===== src/rtl/spi_pkg.sv =====
// spi_pkg: shared state encoding, default width and idle levels for the SPI responder
package spi_pkg;
    typedef enum logic [1:0] {IDLE = 2'd0, ACTIVE = 2'd1, DONE = 2'd2} spi_state_t;
    localparam int SPI_W_LENGTH = 10;
    localparam logic SCLK_IDLE = 1'b1;
    localparam logic LOAD_IDLE = 1'b1;
    localparam logic SDI_IDLE = 1'b1;
    function automatic int cnt_width(input int w);
        return $clog2(w + 1);
    endfunction
endpackage


===== src/rtl/spi_slave_if.sv =====
// spi_slave_if: serial pins between SPI master and responder
interface spi_slave_if;
    logic sclk_in;
    logic sdi_in;
    logic load_in;
    logic sdo_out;
    modport master(output sclk_in, sdi_in, load_in, input sdo_out);
    modport slave(input sclk_in, sdi_in, load_in, output sdo_out);
endinterface


===== src/rtl/spi_sync_edge.sv =====
// spi_sync_edge: N-stage synchronizer with registered rise/fall flags aligned to level q
module spi_sync_edge #(
    parameter int stages = 2,
    parameter logic rst_lvl = 1'b1
) (
    input  logic clk,
    input  logic rst,
    input  logic d,
    output logic q,
    output logic rise,
    output logic fall
);
    logic [stages-1:0] sync;
    always_ff @(posedge clk) begin
        if (rst) begin
            sync <= {stages{rst_lvl}};
            q    <= rst_lvl;
            rise <= 1'b0;
            fall <= 1'b0;
        end else begin
            sync <= {sync[stages-2:0], d};
            q    <= sync[stages-1];
            rise <= sync[stages-1] & ~q;
            fall <= ~sync[stages-1] & q;
        end
    end
endmodule


===== src/rtl/spi_slave.sv =====
// spi_slave: SPI responder (idle-high sclk, active-low load, MSB first); SPI_SLAVE_FRAME_ERR_EN adds frame_err
module spi_slave import spi_pkg::*; #(
    parameter int w_length = SPI_W_LENGTH,
    parameter int sync_stages = 2,
    parameter bit inv_clk = 1'b1
) (
    input  logic                clk,
    input  logic                rst,
    input  logic [w_length-1:0] value_in,
    input  logic                load_strob,
    output logic [w_length-1:0] value_out,
    output logic                valid,
    output logic                busy,
`ifdef SPI_SLAVE_FRAME_ERR_EN
    output logic                frame_err,
`endif
    spi_slave_if.slave          bus
);
    localparam int CW = cnt_width(w_length);
    localparam logic [CW-1:0] LAST = CW'(w_length - 1);

    spi_state_t state, state_n;
    logic [w_length-1:0] tx_buf, shift_tx, shift_tx_n, shift_rx, shift_rx_n, value_out_n;
    logic [CW-1:0] bit_cnt, bit_cnt_n;
    logic sdo, sdo_n, valid_n;
    logic sclk_q, sclk_rise, sclk_fall, load_q, load_rise, load_fall, sdi_q, sdi_rise, sdi_fall;
    logic unused_ok;

    spi_sync_edge #(.stages(sync_stages), .rst_lvl(SCLK_IDLE)) u_sclk (
        .clk(clk), .rst(rst), .d(inv_clk ? bus.sclk_in : ~bus.sclk_in),
        .q(sclk_q), .rise(sclk_rise), .fall(sclk_fall));
    spi_sync_edge #(.stages(sync_stages), .rst_lvl(LOAD_IDLE)) u_load (
        .clk(clk), .rst(rst), .d(bus.load_in),
        .q(load_q), .rise(load_rise), .fall(load_fall));
    spi_sync_edge #(.stages(sync_stages), .rst_lvl(SDI_IDLE)) u_sdi (
        .clk(clk), .rst(rst), .d(bus.sdi_in),
        .q(sdi_q), .rise(sdi_rise), .fall(sdi_fall));

    assign unused_ok = ^{sclk_q, load_q, sdi_rise, sdi_fall};
    assign busy = state != IDLE;
    assign bus.sdo_out = sdo;

`ifdef SPI_SLAVE_FRAME_ERR_EN
    logic err_n, err_seen, err_seen_n;
`endif

    always_comb begin
        state_n     = state;
        shift_tx_n  = shift_tx;
        shift_rx_n  = shift_rx;
        bit_cnt_n   = bit_cnt;
        value_out_n = value_out;
        sdo_n       = sdo;
        valid_n     = 1'b0;
`ifdef SPI_SLAVE_FRAME_ERR_EN
        err_n       = 1'b0;
        err_seen_n  = err_seen;
`endif
        case (state)
            IDLE: begin
                sdo_n = 1'b1;
                if (load_fall) begin
                    state_n    = ACTIVE;
                    shift_tx_n = tx_buf;
                    sdo_n      = tx_buf[w_length-1];
                    bit_cnt_n  = '0;
`ifdef SPI_SLAVE_FRAME_ERR_EN
                    err_seen_n = 1'b0;
`endif
                end
            end
            ACTIVE: begin
                if (load_rise) begin
                    state_n = IDLE;
                    sdo_n   = 1'b1;
`ifdef SPI_SLAVE_FRAME_ERR_EN
                    err_n   = bit_cnt != '0;
`endif
                end else if (sclk_rise) begin
                    shift_rx_n = {shift_rx[w_length-2:0], sdi_q};
                    bit_cnt_n  = bit_cnt + 1'b1;
                    if (bit_cnt == LAST) begin
                        value_out_n = {shift_rx[w_length-2:0], sdi_q};
                        valid_n     = 1'b1;
                        state_n     = DONE;
                    end
                end else if (sclk_fall && bit_cnt != '0) begin
                    // the launch edge before the first sample keeps the preloaded MSB on sdo
                    shift_tx_n = shift_tx << 1;
                    sdo_n      = shift_tx[w_length-2];
                end
            end
            DONE: begin
                if (load_rise) begin
                    state_n = IDLE;
                    sdo_n   = 1'b1;
                end
`ifdef SPI_SLAVE_FRAME_ERR_EN
                else if (sclk_rise && !err_seen) begin
                    err_n      = 1'b1;
                    err_seen_n = 1'b1;
                end
`endif
            end
            default: state_n = IDLE;
        endcase
    end

    always_ff @(posedge clk) begin
        if (rst) begin
            state     <= IDLE;
            tx_buf    <= '0;
            shift_tx  <= '0;
            shift_rx  <= '0;
            bit_cnt   <= '0;
            value_out <= '0;
            valid     <= 1'b0;
            sdo       <= 1'b1;
        end else begin
            state     <= state_n;
            tx_buf    <= load_strob ? value_in : tx_buf;
            shift_tx  <= shift_tx_n;
            shift_rx  <= shift_rx_n;
            bit_cnt   <= bit_cnt_n;
            value_out <= value_out_n;
            valid     <= valid_n;
            sdo       <= sdo_n;
        end
    end

`ifdef SPI_SLAVE_FRAME_ERR_EN
    always_ff @(posedge clk) begin
        if (rst) begin
            frame_err <= 1'b0;
            err_seen  <= 1'b0;
        end else begin
            frame_err <= err_n;
            err_seen  <= err_seen_n;
        end
    end
`endif
endmodule


===== src/flat_wrapper.sv =====
// flat-port wrapper written by rule: the top's interface ports become plain ports
module spi_slave_flat import spi_pkg::*;
#(
    parameter int w_length = SPI_W_LENGTH,
    parameter int sync_stages = 2,
    parameter bit inv_clk = 1'b1
)
  (clk, rst, value_in, load_strob, value_out, valid, busy, bus_sclk_in, bus_sdi_in, bus_load_in, bus_sdo_out);
  spi_slave_if bus_i ();
  input  logic clk;
  input  logic rst;
  input  logic [w_length-1:0] value_in;
  input  logic load_strob;
  output logic [w_length-1:0] value_out;
  output logic valid;
  output logic busy;
  input wire logic [$bits(bus_i.sclk_in)-1:0] bus_sclk_in;
  input wire logic [$bits(bus_i.sdi_in)-1:0] bus_sdi_in;
  input wire logic [$bits(bus_i.load_in)-1:0] bus_load_in;
  output wire logic [$bits(bus_i.sdo_out)-1:0] bus_sdo_out;
  assign bus_i.sclk_in = bus_sclk_in;
  assign bus_i.sdi_in = bus_sdi_in;
  assign bus_i.load_in = bus_load_in;
  assign bus_sdo_out = bus_i.sdo_out;
  spi_slave #(.w_length(w_length), .sync_stages(sync_stages), .inv_clk(inv_clk)) u_core (.clk(clk), .rst(rst), .value_in(value_in), .load_strob(load_strob), .value_out(value_out), .valid(valid), .busy(busy), .bus(bus_i));
endmodule

===== config.mk =====
export PLATFORM = sky130hd
export DESIGN_NAME = spi_slave_flat
export DESIGN_NICKNAME = d
export VERILOG_FILES = /design/src/rtl/spi_pkg.sv /design/src/rtl/spi_slave_if.sv /design/src/rtl/spi_sync_edge.sv /design/src/rtl/spi_slave.sv /design/src/flat_wrapper.sv
export SDC_FILE = /design/constraint.sdc
export NUM_CORES = 1
export LEC_CHECK = 0
export ABC_AREA = 1
export BUFFER_PORTS_ARGS = -buffer_cell sky130_fd_sc_hd__buf_4
export CAP_MARGIN = 5
export CORE_MARGIN = 3
export CORE_UTILIZATION = 50
export DETAILED_ROUTE_END_ITERATION = 7
export HOLD_SLACK_MARGIN = 0.02
export PLACE_DENSITY = 0.7
export SYNTH_ARGS = -nofsm -noshare
export SYNTH_HDL_FRONTEND = slang
export SYNTH_SLANG_ARGS = --single-unit

===== constraint.sdc =====
create_clock -name clk -period 3 [get_ports clk]
set_input_delay 0 -clock clk [delete_from_list [all_inputs] [get_ports clk]]
set_output_delay 0 -clock clk [all_outputs]
set_load 0.02 [all_outputs]

==> metrics.txt <==
status=finished, final reports clean; asr flop ratio synth=0%; PortBufs=28; Die Y=77.2 um; area delta synth->final=25.7%; post-route clock period utilization=69.6%; minimum clock period=2.09 ns; total track usage=19.1%; worst-path cell chain=dlygate4sd3_1, buf_4, inv_1, o21ai_0, nor2_1, dlygate4sd3_1; RD Place Congestion=0.751; Clock Power Share=37.1%; syn_area_per_cell=8.09 um^2; WL/cell=11.7 um; Worst Setup Path Type=input port to register; die area=5950 um^2; chip width=77.2 um; syn_nets=336; CTS tree=yes; vias in the first global route=2097; CTS clk-pin slew, worst paths=0.07 ns; final net count=388; IO Count=29; multi-input gate area in the final layout=1190 um^2; WP data required=3.28 ns; share of layout cells above drive strength 1=26.0%; cells after synthesis=313; post-synth top area share=46.7%; cell repeated most along the worst path=dlygate4sd3_1; setup repair bufs after CTS=0; CTS Buf Count=9; NetSw=0.527 mW; crit end category=register; Hold WC Path Type=input port to register; power share of the sequential group=45.5%; H-tree depth=3; Commonest cells post-synth=dfxtp_1, nor2_1, nand2_1; routed wire length=5120 um; FF/Latch Area=1180 um^2; pwr/cell area=595 nW/um^2; Core ar.=4820 um^2; Gate power share=17.4%; Min Hold Slack=0.0351 ns; Vias/cell=4.73; Worst-Margin Slew=0.967 ns; clk_lat worst skew=0.33 ns; RSZ-0062 raised after global routing=false; FMAX=479 MHz; EDFF count, synth=0; maxcap violations=0; DP Worst Slack=1.19 ns; Pleak=1.44 nW; Setup Skew=0.0103 ns; cell-internal power=1.37 mW; final hold violation count=0; Max FO, Critical Path=35; total number of vias=2061; Yosys reg bits=59; switch share=27.8%; initial antenna violation count=0; area leader, netlist=dfxtp_1; Post-Syn Area=2530 um^2; CTS root buffer=clkbuf_8; largest net degree at the start of global routing=36; Slew headroom=35.4%; Crit path arrival time=2.37 ns; DRC viols=0; Fillers=441; maximum vdd ir drop=466 uV; Synth warnings=0; post-detailed-route count of antenna-violating nets=0; count leader, synth=dfxtp_1; slowest library cell on the worst path=inv_1; CP peak stage delay=0.71 ns; Starting Density=52.5%; first-pass detailed-route iteration total=4; CTS max path bufs=2; Fin Setup TNS=0 ns; cell row count=25; drt initial violations=86; Clock Sink Count=59; number of inserted diodes=0; Final Slew Violations=0; post-synth cell types=31; CP startpoint kind=input port; final setup violation count=0; total gr overflow=0; Most used DFF post-synth=dfxtp_1; Final HPWL DP=3220 um; first-pass GRT wire length=9110 um; sequential share of the synthesized area=46.7%; Synth area leaders=dfxtp_1, nor2_1, nand2_1; Final WS setup=0.912 ns; Final Util=66.1%
-- what timing repair did --
action                    in CTS  in global routing
hold buffers                  22                  0
gates resized for setup        0                  0
hold endpoints to repair      25                  0
-- layout by cell type (no fill, tap or decap), drive strengths merged --
cell / count
nor2: 89
dfxtp: 59
nand2: 50
o21ai: 32
buf: 30
dlygate4sd3: 22
inv: 19
nand3: 16
clkbuf: 11
a21boi: 8
or2: 7
ha: 7
a21oi: 6
clkinv: 4
nand4: 3
nor3: 3
xor2: 1
bufinv: 1
clkinvlp: 1
-- worst paths after layout --
path | from | slack (ns) | cells after the start | to
max | rst | 0.91 | 6 | u_core.tx_buf[1]$_SDFFE_PP0P_
min | load_strob | 0.04 | 3 | u_core.tx_buf[0]$_SDFFE_PP0P_
max reg2reg | u_core.state[1]$_SDFFE_PP0P_ | 1.17 | 11 | u_core.state[1]$_SDFFE_PP0P_
min reg2reg | u_core.u_sdi.sync[1]$_SDFF_PP1_ | 0.41 | 1 | u_core.u_sdi.q$_SDFF_PP1_
-- critical path, delay by kind of cell --
kind	cells	cell delay, ns
AOI/OAI and AO/OA	1	0.21
buffers and inverters	4	2.00
and+or+nand+nor	1	0.14
-- per-layer routing --
layer,share of wire [%],track usage (%)
met4,1.5,7.47
met3,3.9,6.34
met5,0,0
met1,46,21.9
met2,49,32.7
-- per-stage QoR --
step	area (um^2)	std cells	total power [mW]
final	3180	436	1.89
after global placement	2770	399	1.18
after CTS	3180	436	1.91
after global routing	3180	436	2.00
after detailed placement	2770	399	1.18
after floorplan	2530	313	1.12
-- state kept, by name, indices dropped and copies added, names as in the netlist, 2 cells and up --
signal,count
u_core.u_sdi.sync,2
u_core.shift_rx,9
u_core.u_sclk.sync,2
u_core.u_load.sync,2
u_core.value_out,10
u_core.bit_cnt,4
u_core.state,2
u_core.tx_buf,10
u_core.shift_tx,9
-- logic make-up after synthesis --
logic type,after synthesis,share of synthesized area (%)
AND/OR/NAND/NOR,168,32.8
flip-flops,59,46.7
AO/OA/AOI/OAI,46,10.3
XOR/XNOR,1,0.346
buffers and inverters,32,6.43
adder cells (fa/ha/maj),7,3.46
-- cell type report --
type                    instances  share of cell area (%)
multi-input cells             222                    37.3
flip-flops and latches         59                    37.1
repair buffers                 52                    14.0
clock buffers                  11                    4.44
inverters                      21                    2.87
well taps                      67                    2.63
clock inverters                 4                    1.61
-- power groups by stage --
| stage | clock network [mW] | registers, mW | logic [mW] |
|---|---|---|---|
| finish | 0.703 | 0.861 | 0.330 |
| global route | 0.765 | 0.867 | 0.372 |
| CTS | 0.719 | 0.861 | 0.331 |
| detailed placement | 0 | 0.878 | 0.306 |
| global placement | 0 | 0.879 | 0.301 |
| floorplan | 0 | 0.874 | 0.245 |
Power figures use the tool's default switching activity.
